--- src/rtl/iob_plic_irq_cond.sv ---
// Interrupt source conditioner placed directly upstream of the PLIC `src` vector.
// Each raw line is polarity-normalised, synchronised, debounced and then presented
// either as a clean level or as a one-cycle pulse per rising edge.
//
// Ports:
//   clk_i       system clock, all state on the rising edge
//   rst_n_i     synchronous active-low reset, overrides cke_i
//   cke_i       clock enable, 0 holds every register
//   irq_i       raw asynchronous interrupt lines
//   pol_i       1 = source is active-low (applied before the synchroniser)
//   el_i        1 = edge mode (pulse), 0 = level mode
//   en_i        per-source output enable
//   debounce_i  stability threshold in enabled cycles (0 and 1 = no filtering)
//   src_o       registered conditioned requests to the PLIC
//   filt_o      debounced level per source (status)
module iob_plic_irq_cond #(
    parameter int unsigned SOURCES     = 8,
    parameter int unsigned SYNC_STAGES = 2,
    parameter int unsigned DEBOUNCE_W  = 4
) (
    input  logic                  clk_i,
    input  logic                  rst_n_i,
    input  logic                  cke_i,
    input  logic [SOURCES-1:0]    irq_i,
    input  logic [SOURCES-1:0]    pol_i,
    input  logic [SOURCES-1:0]    el_i,
    input  logic [SOURCES-1:0]    en_i,
    input  logic [DEBOUNCE_W-1:0] debounce_i,
    output logic [SOURCES-1:0]    src_o,
    output logic [SOURCES-1:0]    filt_o
);

    // Counter compare is done one bit wider so cnt + 1 never wraps.
    localparam int unsigned CMP_W = DEBOUNCE_W + 1;

    // Stage 0 samples the normalised line; stage SYNC_STAGES-1 is the synchronised value.
    logic [SYNC_STAGES-1:0][SOURCES-1:0]    sync_q;
    logic [SOURCES-1:0]                     filt_q;
    logic [SOURCES-1:0]                     filt_d_q;
    logic [SOURCES-1:0]                     src_q;
    logic [SOURCES-1:0][DEBOUNCE_W-1:0]     cnt_q;

    logic [SOURCES-1:0]                     line;
    logic [SOURCES-1:0]                     sync_s;
    logic                                   no_filter;
    logic [SOURCES-1:0]                     filt_n;
    logic [SOURCES-1:0][DEBOUNCE_W-1:0]     cnt_n;
    logic [SOURCES-1:0]                     src_n;

    assign line      = irq_i ^ pol_i;
    assign sync_s    = sync_q[SYNC_STAGES-1];
    assign no_filter = (debounce_i <= DEBOUNCE_W'(1));

    // Debounce: filt follows sync_s only after D consecutive differing cycles.
    always_comb begin
        filt_n = filt_q;
        cnt_n  = cnt_q;
        for (int unsigned i = 0; i < SOURCES; i++) begin
            if (sync_s[i] == filt_q[i]) begin
                cnt_n[i] = '0;
            end else if (no_filter ||
                         ((CMP_W'(cnt_q[i]) + CMP_W'(1)) >= CMP_W'(debounce_i))) begin
                // >= lets a threshold lowered mid-count commit on the next differing cycle
                filt_n[i] = sync_s[i];
                cnt_n[i]  = '0;
            end else begin
                cnt_n[i] = cnt_q[i] + DEBOUNCE_W'(1);
            end
        end
    end

    // Edge lanes see only the 0->1 transition of filt; level lanes see filt itself.
    always_comb begin
        src_n = en_i & ((el_i & filt_q & ~filt_d_q) | (~el_i & filt_q));
    end

    // State registers; reset wins over the clock enable.
    always_ff @(posedge clk_i) begin
        if (!rst_n_i) begin
            sync_q   <= '0;
            filt_q   <= '0;
            filt_d_q <= '0;
            cnt_q    <= '0;
            src_q    <= '0;
        end else if (cke_i) begin
            sync_q   <= {sync_q[SYNC_STAGES-2:0], line};
            filt_q   <= filt_n;
            filt_d_q <= filt_q;
            cnt_q    <= cnt_n;
            src_q    <= src_n;
        end
    end

    assign src_o  = src_q;
    assign filt_o = filt_q;

endmodule

--- config.mk ---
export PLATFORM = sky130hd
export DESIGN_NAME = iob_plic_irq_cond
export DESIGN_NICKNAME = d
export VERILOG_FILES = /design/src/rtl/iob_plic_irq_cond.sv
export SDC_FILE = /design/constraint.sdc
export NUM_CORES = 1
export LEC_CHECK = 0
export BUFFER_PORTS_ARGS = -buffer_cell sky130_fd_sc_hd__buf_2
export CAP_MARGIN = 30
export CORE_ASPECT_RATIO = 0.7
export CORE_MARGIN = 10
export CORE_UTILIZATION = 57
export DETAILED_ROUTE_END_ITERATION = 6
export HOLD_SLACK_MARGIN = 0.08
export PLACE_DENSITY = 0.91
export SYNTH_ARGS = -nofsm -noshare
export SYNTH_HDL_FRONTEND = slang
export SYNTH_SLANG_ARGS = --single-unit
--- constraint.sdc ---
create_clock -name clk_i -period 2.2 [get_ports clk_i]
set_input_delay 0 -clock clk_i [delete_from_list [all_inputs] [get_ports clk_i]]
set_output_delay 0 -clock clk_i [all_outputs]
set_load 0.01 [all_outputs]
==> results.sh <==
export IMPL_dpl_hpwl_microns=6400
export IMPL_synth_main_ff_cell="dfxtp_1"
export IMPL_powerDensity_nw_per_um2=568
export IMPL_antenna_left=0
export IMPL_num_vias=3193
export IMPL_synth_warnings=0
export IMPL_irDropWorstVdd_v=0.000354
export IMPL_grt_start_max_net_pins=50
export IMPL_endpoint_kind="flop"
export IMPL_period_share_pct=94.0
export IMPL_max_freq_mhz=484
export IMPL_grt_pass1_vias=3525
export IMPL_yosys_top_cells_count="dfxtp_1 (72), ha_1 (40), nand2_1 (32)"
export IMPL_cts_tree="built"
export IMPL_gr_total_overflow=0
export IMPL_fillerInstances=457
export IMPL_coreArea_sq_um=6690
export IMPL_path_clk_slew_ns=0.08
export IMPL_clockBufferDepth=2
export IMPL_synth_simple_area_share_pct=17.2
export IMPL_wire_per_inst_microns=17.9
export IMPL_yosysMostFrequentCell="dfxtp_1"
export IMPL_synthesis_nets=443
export IMPL_clk_latency_ns=0.36
export IMPL_final_max_slew_violation_count=0
export IMPL_syn_cell_area_sq_um=3910
export IMPL_leakage_nw=2.17
export IMPL_synth_edf_count=0
export IMPL_synth_largest_area_cell="dfxtp_1"
export IMPL_cap_violations=0
export IMPL_period_needed_ns=2.07
export IMPL_required_ns=2.50
export IMPL_initial_core_util_pct=58.4
export IMPL_drc_errors=0
export IMPL_setup_tns_ns=0
export IMPL_cts_root_buf="clkbuf_8"
export IMPL_synth_mux_area_share_pct=8.45
export IMPL_yosysUniqueCellTypes=25
export IMPL_cts_setup_buffers=0
export IMPL_fp_dieH_microns=89.3
export IMPL_r2r_start="cnt_q[20]$_SDFFE_PN0P_"
export IMPL_grt_pass1_wl_microns=16700
export IMPL_hold_class="primary input to flop"
export IMPL_synth_area_top_cells="dfxtp_1 (37%), ha_1 (13%), mux2i_1 (6.1%)"
export IMPL_synth_compound_area_share_pct=15.6
export IMPL_grt_use_total_pct=19.5
export IMPL_cp_start_kind="flop"
export IMPL_path_class="flop to flop"
export IMPL_num_rows=25
export IMPL_nets=531
export IMPL_dr_pass1_iters=4
export IMPL_fin_ws_ns=0.132
export IMPL_synth_seq_cells=72
export IMPL_drt_iter0_drc=216
export IMPL_skew_ns=0.0109
export IMPL_drt_total_wl_microns=9890
export IMPL_htreeDepth=3
export IMPL_num_antenna_cells=0
export IMPL_yosysTopAreaCellShare_pct=36.9
export IMPL_drive_gt1_share_pct=21.9
export IMPL_synthArstFlopShare_pct=0
export IMPL_synth_xor_area_share_pct=7.17
export IMPL_syn_to_final_growth_pct=22.6
export IMPL_io_pins=55
export IMPL_antenna_found_initial=0
export IMPL_fin_util_pct=71.6
export IMPL_ys_seq_area_share_pct=36.9
export IMPL_die_x_microns=119
export IMPL_setup_violations=0
export IMPL_io_buffers=54
export IMPL_post_synth_cell_area_avg_sq_um=10.7
export IMPL_cts_resized_gates=0
export IMPL_status="complete, no violations"
export IMPL_hp_start="cke_i"
export IMPL_gp_congestion=0.855
export IMPL_syn_instance_count=364
export IMPL_yosys_area_share_adder_pct=12.8
export IMPL_synth_top_family_by_area="simple AND/OR/NAND/NOR gates"
export IMPL_routed_via_density=5.79
export IMPL_cp_arrival_ns=2.36
export IMPL_slew_headroom_pct=70.4
export IMPL_die_area_sq_um=10600
export IMPL_hold_violations=0
export IMPL_holdWs_ns=0.239
export IMPL_pre_cts_ws_ns=0.262
export IMPL_tightest_slew_ns=0.444
export IMPL_crit_fanout=4
export IMPL_numClockSinks=72
export IMPL_cp_startpoint="cnt_q[20]$_SDFFE_PN0P_"
export IMPL_cts_buffers=9
export IMPL_rsz0062_at_grt="false"
==> metrics by stage <==
stage | cells | instance area (sq um) | total power, W
global placement | 503 | 4270 | 0.00162
floorplan | 364 | 3910 | 0.00154
CTS | 551 | 4790 | 0.00271
global route | 551 | 4790 | 0.00283
detailed placement | 503 | 4270 | 0.00163
finish | 551 | 4790 | 0.00272
==> worst max-delay path: stages, from the launching register on <==
cell and delay (ns):
dfxtp_1 0.40, ha_1 0.22, xor2_1 0.23, ha_1 0.27
o211ai_1 0.28, nor4b_4 0.38, mux2_2 0.22
==> cells in the final DEF, fill, tap and decap left out, drive strengths merged, types with 3 or more instances in the layout <==
cell	Yosys	routed
mux2i	24	24
a22o	24	24
inv	3	4
buf	4	59
nor4b	8	8
nand3	8	8
dfxtp	72	72
o211ai	8	8
a211o	8	8
nand4	8	8
mux2	8	8
nand2	32	32
dlygate4sd3	0	32
nand2b	16	16
clkinv	0	3
nor2b	17	17
ha	40	40
xor2	8	8
xnor2	24	24
nor2	8	8
a31o	8	8
o211a	8	8
clkbuf	10	10
a21boi	16	16
==> layer usage <==
| layer | vias to the layer above | GRT usage (%) | share of wire [%] |
|---|---|---|---|
| met3 | 31 | 6.31 | 5.9 |
| met1 | 1544 | 20.6 | 39 |
| met5 | - | 0 | 0 |
| li1 | 1512 | - | - |
| met4 | 0 | 8.84 | 3.5 |
| met2 | 106 | 35.5 | 52 |
==> final timing paths <==
check / end / slack [ns] / depth (start not counted)
worst min-delay path: sync_q[2]$_SDFFE_PN0P_ / 0.24 / 4
worst min register to register: src_o[1]$_SDFFE_PN0P_ / 0.48 / 2
worst max register to register: cnt_q[20]$_SDFFE_PN0P_ / 0.13 / 6
worst max-delay path: cnt_q[20]$_SDFFE_PN0P_ / 0.13 / 6
==> layout make-up <==
type	instances	area (sq um)	area share, %
clock inverter	6	68.8	1.44
inverter	3	11.3	0.235
sequential	72	1440	30.1
clock buffer	10	128	2.66
multi-input combinational	275	2390	50.0
timing repair buffer	91	628	13.1
tap	94	118	2.46
==> sequential cells by signal, summed over array words and instances, names as in the netlist <==
| name | flops |
|---|---|
| sync_q | 8 |
| src_o | 8 |
| filt_o | 8 |
| filt_d_q | 8 |
| cnt_q | 32 |
| sync_s | 8 |
==> cells by family (layout without fill, tap and decap cells) <==
group                    Yosys count  in the layout
AO/OA/AOI/OAI                     72             72
flip-flops                        72             72
multiplexers                      32             32
adder cells (fa/ha/maj)           40             40
buffers and inverters             17            110
XOR/XNOR                          32             32
AND/OR/NAND/NOR                   99             99
==> where the power goes <==
part | leakage, nW | internal [W] | switching [W]
combinational | 1.49 | 0.000161 | 0.000146
sequential | 0.583 | 0.00133 | 0.0000217
clock | 0.0968 | 0.000530 | 0.000536
total | 2.17 | 0.00202 | 0.000704
==> what timing repair did <==
item                                    in CTS  in global routing
hold endpoints to repair                    16                  0
hold buffers                                32                  0
endpoints found under the setup margin       0                  0
(Power assumes the default switching activity.)
